**src/rtl/pid_hdng_ctrl.sv**
```systemverilog
// Heading PID: three-stage pipeline turning heading error into saturated left/right wheel speeds.
// Define PID_D_TERM_EN to build the derivative path and its error history; otherwise D is zero.
module pid_hdng_ctrl #(
  parameter int HDNG_W      = 12,
  parameter int ERR_W       = 10,
  parameter int SPD_W       = 11,
  parameter int OUT_W       = 12,
  parameter int P_COEFF     = 3,
  parameter int D_COEFF     = 14,
  parameter int D_DEPTH     = 2,
  parameter int I_SHIFT     = 4,
  parameter int AT_HDNG_THR = 30
) (
  input  logic                     clk,
  input  logic                     rst,
  input  logic                     moving,
  input  logic                     hdng_vld,
  input  logic signed [HDNG_W-1:0] actl_hdng,
  input  logic signed [HDNG_W-1:0] dsrd_hdng,
  input  logic        [SPD_W-1:0]  frwrd_spd,
  output logic signed [OUT_W-1:0]  lft_spd,
  output logic signed [OUT_W-1:0]  rght_spd,
  output logic                     at_hdng,
  output logic                     out_vld
);

  // hdng_vld is a single-cycle sample qualifier with no backpressure; out_vld marks
  // the same sample three cycles later. Every stage recomputes each cycle.
  localparam int ERR_MAX = (1 << (ERR_W - 1)) - 1;
  localparam int ERR_MIN = -(1 << (ERR_W - 1));
  localparam int OUT_MAX = (1 << (OUT_W - 1)) - 1;
  localparam int OUT_MIN = -(1 << (OUT_W - 1));

  function automatic logic signed [OUT_W-1:0] sat_out(input int v);
    sat_out = OUT_W'(v);
    if (v > OUT_MAX)      sat_out = OUT_W'(OUT_MAX);
    else if (v < OUT_MIN) sat_out = OUT_W'(OUT_MIN);
  endfunction

  // ---------------- S0: wrapped error, saturated to ERR_W ----------------
  logic signed [HDNG_W-1:0] err_raw;
  logic signed [ERR_W-1:0]  err_sat_d, err_sat_q;
  logic                     vld_s1_q, moving_s1_q;
  logic        [SPD_W-1:0]  spd_s1_q;

  assign err_raw = actl_hdng - dsrd_hdng;

  always_comb begin
    err_sat_d = err_raw[ERR_W-1:0];
    if (int'(err_raw) > ERR_MAX)      err_sat_d = ERR_W'(ERR_MAX);
    else if (int'(err_raw) < ERR_MIN) err_sat_d = ERR_W'(ERR_MIN);
  end

  always_ff @(posedge clk) begin
    if (rst) begin
      err_sat_q   <= '0;
      vld_s1_q    <= 1'b0;
      moving_s1_q <= 1'b0;
      spd_s1_q    <= '0;
    end else begin
      err_sat_q   <= err_sat_d;
      vld_s1_q    <= hdng_vld;
      moving_s1_q <= moving;
      spd_s1_q    <= frwrd_spd;
    end
  end

  // ---------------- S1: P, D, integrator ----------------
  logic signed [15:0]      p_d, p_q, d_d, d_q;
  logic signed [15:0]      err_ext, integ_sum, integ_d, integ_q;
  logic                    integ_ovf;
  logic                    at_s2_d, at_s2_q;
  logic                    vld_s2_q, moving_s2_q;
  logic        [SPD_W-1:0] spd_s2_q;

  assign p_d = 16'(P_COEFF * int'(err_sat_q));

`ifdef PID_D_TERM_EN
  logic signed [ERR_W-1:0] hist_q [D_DEPTH];
  logic signed [ERR_W:0]   diff;
  logic signed [7:0]       diff_sat;

  assign diff = {err_sat_q[ERR_W-1], err_sat_q}
              - {hist_q[D_DEPTH-1][ERR_W-1], hist_q[D_DEPTH-1]};

  always_comb begin
    diff_sat = diff[7:0];
    if (int'(diff) > 127)       diff_sat = 8'sd127;
    else if (int'(diff) < -128) diff_sat = -8'sd128;
  end

  assign d_d = 16'(int'(diff_sat) * D_COEFF);

  always_ff @(posedge clk) begin
    if (rst) begin
      for (int i = 0; i < D_DEPTH; i++) hist_q[i] <= '0;
    end else if (vld_s1_q) begin
      for (int i = D_DEPTH - 1; i > 0; i--) hist_q[i] <= hist_q[i-1];
      hist_q[0] <= err_sat_q;
    end
  end
`else
  // Gain and depth still shape this zero so the parameter list stays identical.
  assign d_d = 16'(D_COEFF * D_DEPTH * 0);
`endif

  assign err_ext   = {{(16 - ERR_W){err_sat_q[ERR_W-1]}}, err_sat_q};
  assign integ_sum = integ_q + err_ext;
  assign integ_ovf = (integ_q[15] == err_ext[15]) && (integ_sum[15] != integ_q[15]);

  always_comb begin
    integ_d = integ_q;
    if (!moving_s1_q)                integ_d = '0;
    else if (vld_s1_q && !integ_ovf) integ_d = integ_sum;
  end

  assign at_s2_d = (int'(err_sat_q) > -AT_HDNG_THR) && (int'(err_sat_q) < AT_HDNG_THR);

  always_ff @(posedge clk) begin
    if (rst) begin
      p_q         <= '0;
      d_q         <= '0;
      integ_q     <= '0;
      at_s2_q     <= 1'b0;
      vld_s2_q    <= 1'b0;
      moving_s2_q <= 1'b0;
      spd_s2_q    <= '0;
    end else begin
      p_q         <= p_d;
      d_q         <= d_d;
      integ_q     <= integ_d;
      at_s2_q     <= at_s2_d;
      vld_s2_q    <= vld_s1_q;
      moving_s2_q <= moving_s1_q;
      spd_s2_q    <= spd_s1_q;
    end
  end

  // ---------------- S2: mix into wheel speeds ----------------
  logic signed [15:0]      tot, adj;
  int                      lft_wide, rght_wide;
  logic signed [OUT_W-1:0] lft_d, lft_q, rght_d, rght_q;
  logic                    at_q, vld_q;

  assign tot       = p_q + d_q + (integ_q >>> I_SHIFT);
  assign adj       = tot >>> 3;
  assign lft_wide  = int'(spd_s2_q) + int'(adj);
  assign rght_wide = int'(spd_s2_q) - int'(adj);

  always_comb begin
    lft_d  = '0;
    rght_d = '0;
    if (moving_s2_q) begin
      lft_d  = sat_out(lft_wide);
      rght_d = sat_out(rght_wide);
    end
  end

  always_ff @(posedge clk) begin
    if (rst) begin
      lft_q  <= '0;
      rght_q <= '0;
      at_q   <= 1'b0;
      vld_q  <= 1'b0;
    end else begin
      lft_q  <= lft_d;
      rght_q <= rght_d;
      at_q   <= at_s2_q;
      vld_q  <= vld_s2_q;
    end
  end

  assign lft_spd  = lft_q;
  assign rght_spd = rght_q;
  assign at_hdng  = at_q;
  assign out_vld  = vld_q;

endmodule

```
**config.mk**
```make
export PLATFORM = sky130hd
export DESIGN_NAME = pid_hdng_ctrl
export DESIGN_NICKNAME = d
export VERILOG_FILES = /design/src/rtl/pid_hdng_ctrl.sv
export SDC_FILE = /design/constraint.sdc
export NUM_CORES = 1
export LEC_CHECK = 0
export BUFFER_PORTS_ARGS = -buffer_cell sky130_fd_sc_hd__buf_4
export CORE_MARGIN = 5
export CORE_UTILIZATION = 35
export DETAILED_ROUTE_END_ITERATION = 8
export PLACE_DENSITY = 0.64
export SETUP_SLACK_MARGIN = 0.15
export SLEW_MARGIN = 10
export SYNTH_ARGS = -nofsm -noshare
export SYNTH_HDL_FRONTEND = slang
export SYNTH_SLANG_ARGS = --single-unit
```
**constraint.sdc**
```tcl
create_clock -name clk -period 5.09 [get_ports clk]
set_clock_uncertainty 0.15 [all_clocks]
set_input_delay 0.2545 -clock clk [delete_from_list [all_inputs] [get_ports clk]]
set_output_delay 0.2545 -clock clk [all_outputs]
set_load 0.02 [all_outputs]
```
==> results of run 1 <==
area by class of cell:
| type | instances | area [um2] |
|---|---|---|
| multi-input combinational | 535 | 3920 |
| inverter | 58 | 218 |
| clock buffer | 11 | 243 |
| timing repair buffer | 77 | 611 |
| fill | 1712 | 9920 |
| tap | 225 | 282 |
| clock inverter | 5 | 83.8 |
| sequential | 92 | 1840 |
layer usage:
layer / vias to the layer above / wire (um) / share of wire / GRT usage
li1: 2618 / - / - / -
met1: 2207 / 5900 / 0.46 / 0.156
met2: 96 / 5900 / 0.46 / 0.220
met3: 20 / 664 / 0.052 / 0.0317
met4: 0 / 325 / 0.025 / 0.0535
met5: - / 0 / 0 / 0
report_power, final:
| group | leakage, nW | internal, mW | switching [mW] |
|---|---|---|---|
| clock | 0.152 | 0.445 | 0.282 |
| combinational | 2.34 | 0.437 | 0.550 |
| sequential | 0.754 | 0.802 | 0.0632 |
layout by cell type, fill, tap and decap left out, types with 7 or more instances in the layout:
cell and n:
xor2_1 19, nor3_1 11, dfxtp_1 92, dlygate4sd3_1 13, o21bai_1 10, o21a_1 10
buf_4 64, nand2_1 35, o31ai_1 8, a21oi_1 67, nor2b_1 36, clkbuf_16 9
xnor2_1 31, ha_1 86, a21o_1 13, nor2_1 52, nand2b_1 7, nand3_1 18
o21ai_0 46, inv_1 58
timing repair:
action | CTS | global route
endpoints found under the hold margin | 13 | 0
gates resized for setup | 0 | 0
hold buffers | 13 | 0
how the worst max path moves through the flow:
stage          depth (start not counted)                    start               endpoint
2_1_floorplan                         17  integ_q[5]$_SDFFE_PP0P_  lft_spd[3]$_SDFF_PP0_
3_3_place_gp                          15  integ_q[5]$_SDFFE_PP0P_  lft_spd[5]$_SDFF_PP0_
3_5_place_dp                          15  integ_q[5]$_SDFFE_PP0P_  lft_spd[3]$_SDFF_PP0_
4_1_cts                               15  integ_q[5]$_SDFFE_PP0P_  lft_spd[3]$_SDFF_PP0_
5_1_grt                               15  integ_q[5]$_SDFFE_PP0P_  lft_spd[7]$_SDFF_PP0_
6_report                              15  integ_q[5]$_SDFFE_PP0P_  lft_spd[3]$_SDFF_PP0_
kinds of logic (layout without fill, tap and decap cells):
logic type	after synthesis	in the layout	synth area share
compound gates	205	205	0.218
simple gates	185	185	0.156
flops	92	92	0.305
fa+ha+maj	91	91	0.194
buf+inv	75	151	0.0482
xor+xnor	50	50	0.0724
mux	4	4	0.00724
registers in the layout, indices dropped and copies added, names as in the netlist:
signal	cells
vld_s2_q	1
err_sat_q	10
lft_spd	12
at_s2_q	1
spd_s1_q	11
at_hdng	1
integ_q	16
moving_s2_q	1
spd_s2_q	11
out_vld	1
moving_s1_q	1
vld_s1_q	1
p_q	13
rght_spd	12
tightest hold or removal path, delay by kind of cell:
family	cells	cell delay, ns
fa+ha+maj	1	0.12
compound gates	1	0.07
buf+inv	1	0.08
==> flow_metrics.tcl, run 1 <==
set metrics [dict create \
    ir_drop_mv 0.176 \
    r2r_setup_slack_ns 0.95 \
    critPathBufInv 0 \
    io_pins 65 \
    critPathSlowestCell "o221ai_1" \
    ys_top_cells_by_count "dfxtp_1, ha_1, a21oi_1, inv_1, nor2_1" \
    grt_pass1_wl_mm 21.4 \
    r2r_end "lft_spd[3]$_SDFF_PP0_" \
    ctsLongestPathBuffers 2 \
    routedWlPerCell_um 12.8 \
    fmax_mhz 241 \
    rsz0062_at_grt "no" \
    clk_latency_ns 0.35 \
    dieWidth_um 141 \
    antenna_found_initial 0 \
    status "complete, no violations" \
    p_total_mw 2.58 \
    antenna_cells 0 \
    syn-cell-area_um2 6050 \
    synth_most_common_cell "dfxtp_1" \
    reg2regPathDepth 15 \
    regToRegStartpoint "integ_q[5]$_SDFFE_PP0P_" \
    hold_path_end "err_sat_q[0]$_SDFF_PP0_" \
    avgSynthCellArea_um2 8.62 \
    crit_type "reg2reg" \
    p_per_area_nw_per_um2 359 \
    initial_core_util 0.353 \
    grt_pass1_vias 4671 \
    core_um2 17100 \
    ys_warn_count 0 \
    initialDrtViolationCount 194 \
    critical_path.max_stage_delay_ns 0.63 \
    synthCells 702 \
    h-tree-depth 3 \
    synth.top_cell.area_share 0.305 \
    final_nets 903 \
    cts_setup_buffers 0 \
    placed_cell_area_um2 6740 \
    min_path_cells 3 \
    yosysUniqueCellTypes 63 \
    ys.flop_type "dfxtp_1" \
    synth-edff-count 0 \
    dp.cells 974 \
    place_hpwl_mm 9.97 \
    critPathCaptureType "flip-flop" \
    synth.area.top_cells "dfxtp_1, ha_1, a21oi_1, xnor2_1, o21ai_0" \
    layout_setup_ws_ns 0.945 \
    holdWs_ns 0.0816 \
    slew_headroom 0.214 \
    finalSetupTns_ns 0 \
    grt_max_degree 52 \
    design_area_um2 7190 \
    antenna_left 0 \
    worst_pin_slew_ns 1.17 \
    drcViolationCount 0 \
    vias 4941 \
    worst-path-max-fanout 11 \
    drive_above_1_share 0.129 \
    die-area_um2 20000 \
    cap_violations 0 \
    ys_seq_elements 92 \
    fp-row-count 48 \
    crit_family "compound AO/OA/AOI/OAI gates" \
    fin_cells 1003 \
    synthArstFlopShare 0 \
    die_h_um 141 \
    final_util 0.420 \
    cts_tree "done" \
    dr.pass1.iters 4 \
    slew_violations 0 \
    leakage_nw 3.25 \
    yosysTopAreaCell "dfxtp_1" \
    vias_per_cell 4.93 \
    hold_path_class "in2reg" \
    path_cells "ha_1 -> a31o_2 -> nor3_1 -> o21ai_0 -> a31oi_1 -> o21bai_1 -> a21oi_1 -> xnor2_1 -> ha_1 -> nand2_1 -> a211o_1 -> nand3_1 -> a21oi_1 -> o221ai_1 -> o22ai_1" \
    grt_usage 0.129 \
    drt-total-wl_mm 12.8 \
    seq_area_frac_synth 0.305 \
    area_growth_syn_to_layout_pct 18.9 \
    fin_crit_sh 0.814 \
    crit_path_start_kind "flip-flop" \
    hold_violations 0 \
    required_ns 5.14 \
    clk_pin_slew_ns 0.07 \
    ctsRootBufferMaster "clkbuf_16" \
    finalSetupViolCount 0 \
    syn_nets 832 \
    cts_buffers 9 \
    arrival_ns 4.19 \
    worstHoldStart "dsrd_hdng[0]" \
    routabilityCongestion 0.893 \
    cts.sinks 92 \
    place_ws_ns 0.952 \
    port_buffers 64 \
    grt_overflow_total 0 \
    period_needed_ns 4.14 \
]
(Power assumes the default switching activity.)
==> inputs of run 2 (changes only) <==
- PLACE_DENSITY: 0.64 -> 0.66
- clock period: 5.09 -> 3.4 ns (I/O delays scaled with it)
==> run 2 against run 1 <==
The flow now finishes with violations (setup timing). Via count up 5.2%. Cell area up 11%. Routed wire length up 9.8%. Power up 68%. Clock power up 54%. Maximum frequency up 22%. Clock-buffer cell count down 1. Setup slack worse by 0.95 ns. Flip-flop and latch count unchanged. Largest cell class unchanged. Largest power group unchanged. Highest routed layer unchanged.
==> flow_metrics.tcl, run 2 (synthesis gave the netlist of run 1 again) <==
set metrics [dict create \
    cts.sinks 92 \
    cap_violations 0 \
    top_register "integ_q" \
    initialDrtViolationCount 275 \
    arrival_ns 3.46 \
    placed_cell_area_um2 7170 \
    crit_path_start_kind "flip-flop" \
    critPathLaunch "integ_q[5]$_SDFFE_PP0P_" \
    reg2regPathDepth 15 \
    regToRegStartpoint "integ_q[5]$_SDFFE_PP0P_" \
    drcViolationCount 0 \
    routabilityCongestion 0.880 \
    initial_core_util 0.353 \
    final_nets 957 \
    grt_usage 0.140 \
    fin_crit_sh 1.00 \
    ctsLongestPathBuffers 2 \
    status "complete, but fails checks" \
    finalSetupViolCount 1 \
    most-common-layout-cells "buf_4, dfxtp_1, ha_1, a21oi_1, inv_1" \
    drt-total-wl_mm 14.0 \
    crit_top_cell "o21ai_2" \
    leakage_nw 3.58 \
    grt_max_degree 52 \
    cts_tree "done" \
    worst_pin_slew_ns 0.607 \
    slew_violations 0 \
    antenna_cells 0 \
    grt_pass1_wl_mm 22.9 \
    h-tree-depth 3 \
    fp-row-count 48 \
    core_um2 17100 \
    grt_pass1_vias 4833 \
    dieWidth_um 141 \
    die_h_um 141 \
    largest_register_ffs 16 \
    vias 5197 \
    layout_setup_ws_ns -0.0000975 \
    die-area_um2 20000 \
    place_hpwl_mm 10.6 \
    critPathCaptureType "flip-flop" \
    hold_path_class "in2reg" \
    antenna_left 0 \
    antenna_found_initial 0 \
    ctsRootBufferMaster "clkbuf_16" \
    worst-path-max-fanout 6 \
    required_ns 3.46 \
    p_per_area_nw_per_um2 541 \
    io_pins 65 \
    clk_latency_ns 0.36 \
    routedWlPerCell_um 13.3 \
    critPathSlowestCell "dfxtp_2" \
    n_fill_cell 1615 \
    dr.pass1.iters 4 \
    slew_headroom 0.594 \
    area_growth_syn_to_layout_pct 32.5 \
    rsz0062_at_grt "yes" \
    fmax_mhz 294 \
    ir_drop_mv 0.362 \
    path_cells "ha_4 -> a31o_4 -> nor3_4 -> o21ai_2 -> a31oi_4 -> o21bai_4 -> a21oi_2 -> xnor2_1 -> ha_2 -> buf_6 -> a41oi_4 -> o21ai_2 -> buf_4 -> o31ai_4 -> o22ai_2" \
    final_common_cell "buf_4" \
    critical_path.max_stage_delay_ns 0.36 \
    finalSetupTns_ns -0.0000975 \
    p_total_mw 4.34 \
    vias_per_cell 4.92 \
    design_area_um2 8010 \
    grt_overflow_total 0 \
    top_regs "integ_q: 16 flops, p_q: 13 flops" \
    min_path_cells 4 \
    final_util 0.468 \
    cts_buffers 9 \
    period_needed_ns 3.40 \
    hold_violations 0 \
    crit_type "reg2reg" \
    drive_above_1_share 0.256 \
    clk_pin_slew_ns 0.07 \
    violations "setup timing" \
    worstHoldStart "actl_hdng[0]" \
    port_buffers 64 \
]
## run 2: metrics by stage
stage | std cells | hold slack, ns | setup slack [ns]
finish | 1057 | 0.0553 | -0.0000975
global route | 1057 | 0.0735 | -0.146
CTS | 1055 | 0.0476 | -0.0506
detailed placement | 1017 | 0.235 | -0.154
global placement | 1017 | 0.233 | -0.0967
floorplan | 702 | 0.148 | 0.109
## run 2: critical path, delay by kind of cell (launching register included)
family / cells / cell delay, ns
AND/OR/NAND/NOR: 1 / 0.14
buffers and inverters: 2 / 0.28
flip-flops: 1 / 0.36
AO/OA/AOI/OAI: 9 / 1.65
adder cells (fa/ha/maj): 2 / 0.54
XOR/XNOR: 1 / 0.14
## run 2: layout make-up
| cell class | instances | area, um2 | area share |
|---|---|---|---|
| clock inverters | 6 | 95.1 | 0.0119 |
| well taps | 225 | 282 | 0.0351 |
| flip-flops and latches | 92 | 1850 | 0.231 |
| multi-input cells | 536 | 4300 | 0.537 |
| repair buffers | 130 | 1030 | 0.128 |
| clock buffers | 10 | 239 | 0.0298 |
| inverters | 58 | 218 | 0.0272 |
## run 2: path summary, 6_finish.rpt
| path | slack, ns | endpoint |
|---|---|---|
| setup / recovery | -0.0001 | lft_spd[3]$_SDFF_PP0_ |
| hold / removal | 0.06 | err_sat_q[0]$_SDFF_PP0_ |
| setup reg to reg | -0.0001 | lft_spd[3]$_SDFF_PP0_ |
| hold reg to reg | 0.29 | spd_s2_q[9]$_SDFF_PP0_ |
## run 2: where the power goes
part           internal (mW)  switching, mW  leakage [nW]  total (mW)
Sequential              1.20         0.0838         0.756        1.28
Combinational          0.936           1.00          2.66        1.94
Clock                  0.671          0.447         0.163        1.12
Total                   2.81           1.53          3.58        4.34
## run 2: timing repair
item,4_1_cts,5_1_grt
hold buffers,14,0
gates resized for setup,24,40
endpoints found under the setup margin,24,38
cloned,0,1
pin swaps,23,31
endpoints found under the hold margin,14,0
setup buffers,8,1
## run 2: metal layers
layer  vias to the layer above  global-route usage  wire length (um)
li1                       2718                   -                 -
met1                      2362               0.173              6420
met2                       101               0.244              6690
met3                        16              0.0330               700
met4                         0              0.0384               237
met5                         -                   0                 0
==> inputs of run 3 (changes only) <==
- CORE_UTILIZATION: 35 -> 50
- GPL_TIMING_DRIVEN: not set -> 0
- PLACE_DENSITY: 0.66 -> 0.84
==> run 3 against run 2 <==
The run still ends with setup timing left. Clock-buffer cell count unchanged. Global-route usage up 7.2 points. Largest power group unchanged. Core utilization up 20 points. Largest cell class unchanged. Sequential share of layout area up 0.18 points. Register-to-register slack worse by 0.40 ns. Final cell count down 8.1%. Non-clock buffer count down 7. Flip-flop and latch count unchanged.
==> flow_metrics.tcl, run 3 (synthesis gave the netlist of run 1 again) <==
set metrics [dict create \
    critical_path.max_stage_delay_ns 0.37 \
    cts.sinks 92 \
    p_per_area_nw_per_um2 533 \
    die_h_um 120 \
    clk_pin_slew_ns 0.06 \
    area_growth_syn_to_layout_pct 31.5 \
    finalSetupViolCount 24 \
    die-area_um2 14400 \
    p_total_mw 4.24 \
    cts_buffers 9 \
    core_um2 11900 \
    grt_overflow_total 0 \
    grtUsageMet2 0.377 \
    crit_path_start_kind "flip-flop" \
    fp-row-count 40 \
    clk_latency_ns 0.35 \
    routabilityCongestion 0.901 \
    fmax_mhz 263 \
    seq_power_share 0.308 \
    violations "setup timing" \
    vias_per_cell 5.88 \
    swShare 0.395 \
    multiInputGateArea_um2 4450 \
    worstHoldStart "actl_hdng[0]" \
    top_regs "integ_q: 16 flops, p_q: 13 flops" \
    h-tree-depth 3 \
    busiest_layer "met2" \
    layout_setup_ws_ns -0.396 \
    top_register "integ_q" \
    leakage_nw 3.54 \
    fin_cells 971 \
    dp.cells 913 \
    final-seq-area_um2 1850 \
    place_ws_ns -0.364 \
    slew_violations 0 \
    most-common-layout-cells "dfxtp_1, buf_4, ha_1, inv_1" \
    dr.pass1.iters 8 \
    io_pins 65 \
    hold_path_class "in2reg" \
    path_cells "ha_4 -> a31o_4 -> nor3_4 -> o21ai_2 -> a31oi_4 -> o21bai_4 -> xor2_4 -> ha_4 -> inv_1 -> a21oi_2 -> o21bai_4 -> a21o_1 -> buf_4 -> a31oi_1 -> a41o_2 -> o21ai_0" \
    ir_drop_mv 0.260 \
    cts_tree "done" \
    ctsLongestPathBuffers 2 \
    crit_type "reg2reg" \
    n_fill_cell 833 \
    finalSetupTns_ns -6.14 \
    initialDrtViolationCount 461 \
    grt_max_degree 17 \
    grt_usage 0.212 \
    ctsRootBufferMaster "clkbuf_16" \
    slew_headroom 0.535 \
    drt-total-wl_mm 17.3 \
    largest_register_ffs 16 \
    antenna_found_initial 0 \
    critPathSlowestCell "a41o_2" \
    grt_pass1_wl_mm 25.0 \
    final_nets 949 \
    period_needed_ns 3.80 \
    critPathCaptureType "flip-flop" \
    regToRegStartpoint "integ_q[5]$_SDFFE_PP0P_" \
    routedWlPerCell_um 17.8 \
    rsz0062_at_grt "yes" \
    drive_above_1_share 0.268 \
    hold_violations 0 \
    grtUsageMet3 0.0368 \
    initial_core_util 0.508 \
    p_int_mw 2.56 \
    worst_pin_slew_ns 0.698 \
    cap_violations 0 \
    grt_use_met1 0.243 \
    status "complete, but fails checks" \
    grt_pass1_vias 5394 \
    arrival_ns 3.88 \
    port_buffers 64 \
    critPathLaunch "integ_q[5]$_SDFFE_PP0P_" \
    dieWidth_um 120 \
    place_hpwl_mm 10.2 \
    drcViolationCount 0 \
    antenna_left 0 \
    vias 5705 \
    required_ns 3.49 \
    switching_power_mw 1.68 \
    antenna_cells 0 \
    final_common_cell "dfxtp_1" \
    p_comb_frac 0.474 \
    clkPwrFrac 0.219 \
    fin_crit_sh 1.12 \
    worst-path-max-fanout 6 \
]
==> run 3: changes by cell type in the layout (fill, tap and decap cells not counted), sizes merged <==
cell	previous run	this run
clkinvlp	0	1
bufinv	2	0
dlygate4sd1	0	1
buf	116	96
clkbuf	10	22
a211o	4	3
clkinv	3	4
==> run 3: path summary, 6_finish.rpt <==
path         depth (start not counted)                      end  slack (ns)
max                                 16   rght_spd[5]$_SDFF_PP0_       -0.40
min                                  4  err_sat_q[0]$_SDFF_PP0_        0.07
max reg2reg                         16   rght_spd[5]$_SDFF_PP0_       -0.40
min reg2reg                          1   spd_s2_q[5]$_SDFF_PP0_        0.29
==> run 3: layout make-up <==
class,count,share of cell area
Timing Repair Buffer,106,0.109
Sequential cell,92,0.232
Tap cell,147,0.0231
Clock buffer,10,0.0288
Inverter,58,0.0277
Multi-Input combinational cell,535,0.559
Clock inverter,6,0.00503
Buffer,17,0.0143
==> run 3: routing by layer <==
layer	up-vias	part of all wire
met5	-	0
met4	0	0.059
met3	108	0.067
met2	279	0.49
met1	2618	0.38
li1	2700	-
==> run 3: per-stage QoR <==
step	hold slack, ns	util	instance area (um2)
after floorplan	0.148	-	6180
after global placement	0.233	0.574	6840
after detailed placement	0.238	0.574	6840
after CTS	0.0828	0.641	7630
after global routing	0.103	0.668	7950
final	0.0657	0.668	7950
==> run 3: worst max-delay path: cells and delay by family, from the launching register on <==
family,cells,cell delay [ns]
AO/OA/AOI/OAI,10,2.09
XOR/XNOR,1,0.18
adder cells (fa/ha/maj),2,0.52
buffers and inverters,2,0.22
flip-flops,1,0.36
AND/OR/NAND/NOR,1,0.14
==> run 3: power groups by stage <==
stage	combinational, mW	clock [mW]	sequential, mW
2_1_floorplan	1.17	0	1.31
3_3_place_gp	1.48	0	1.32
3_5_place_dp	1.52	0	1.32
4_1_cts	1.73	0.927	1.30
5_1_grt	2.15	0.978	1.31
6_report	2.01	0.926	1.30
==> run 3: repair_timing <==
action,4_1_cts,5_1_grt
gates cloned,2,0
hold buffers,14,0
endpoints found under the hold margin,14,0
gates resized for setup,61,57
buffers inserted,14,12
endpoints found under the setup margin,24,46
pin swaps,18,26
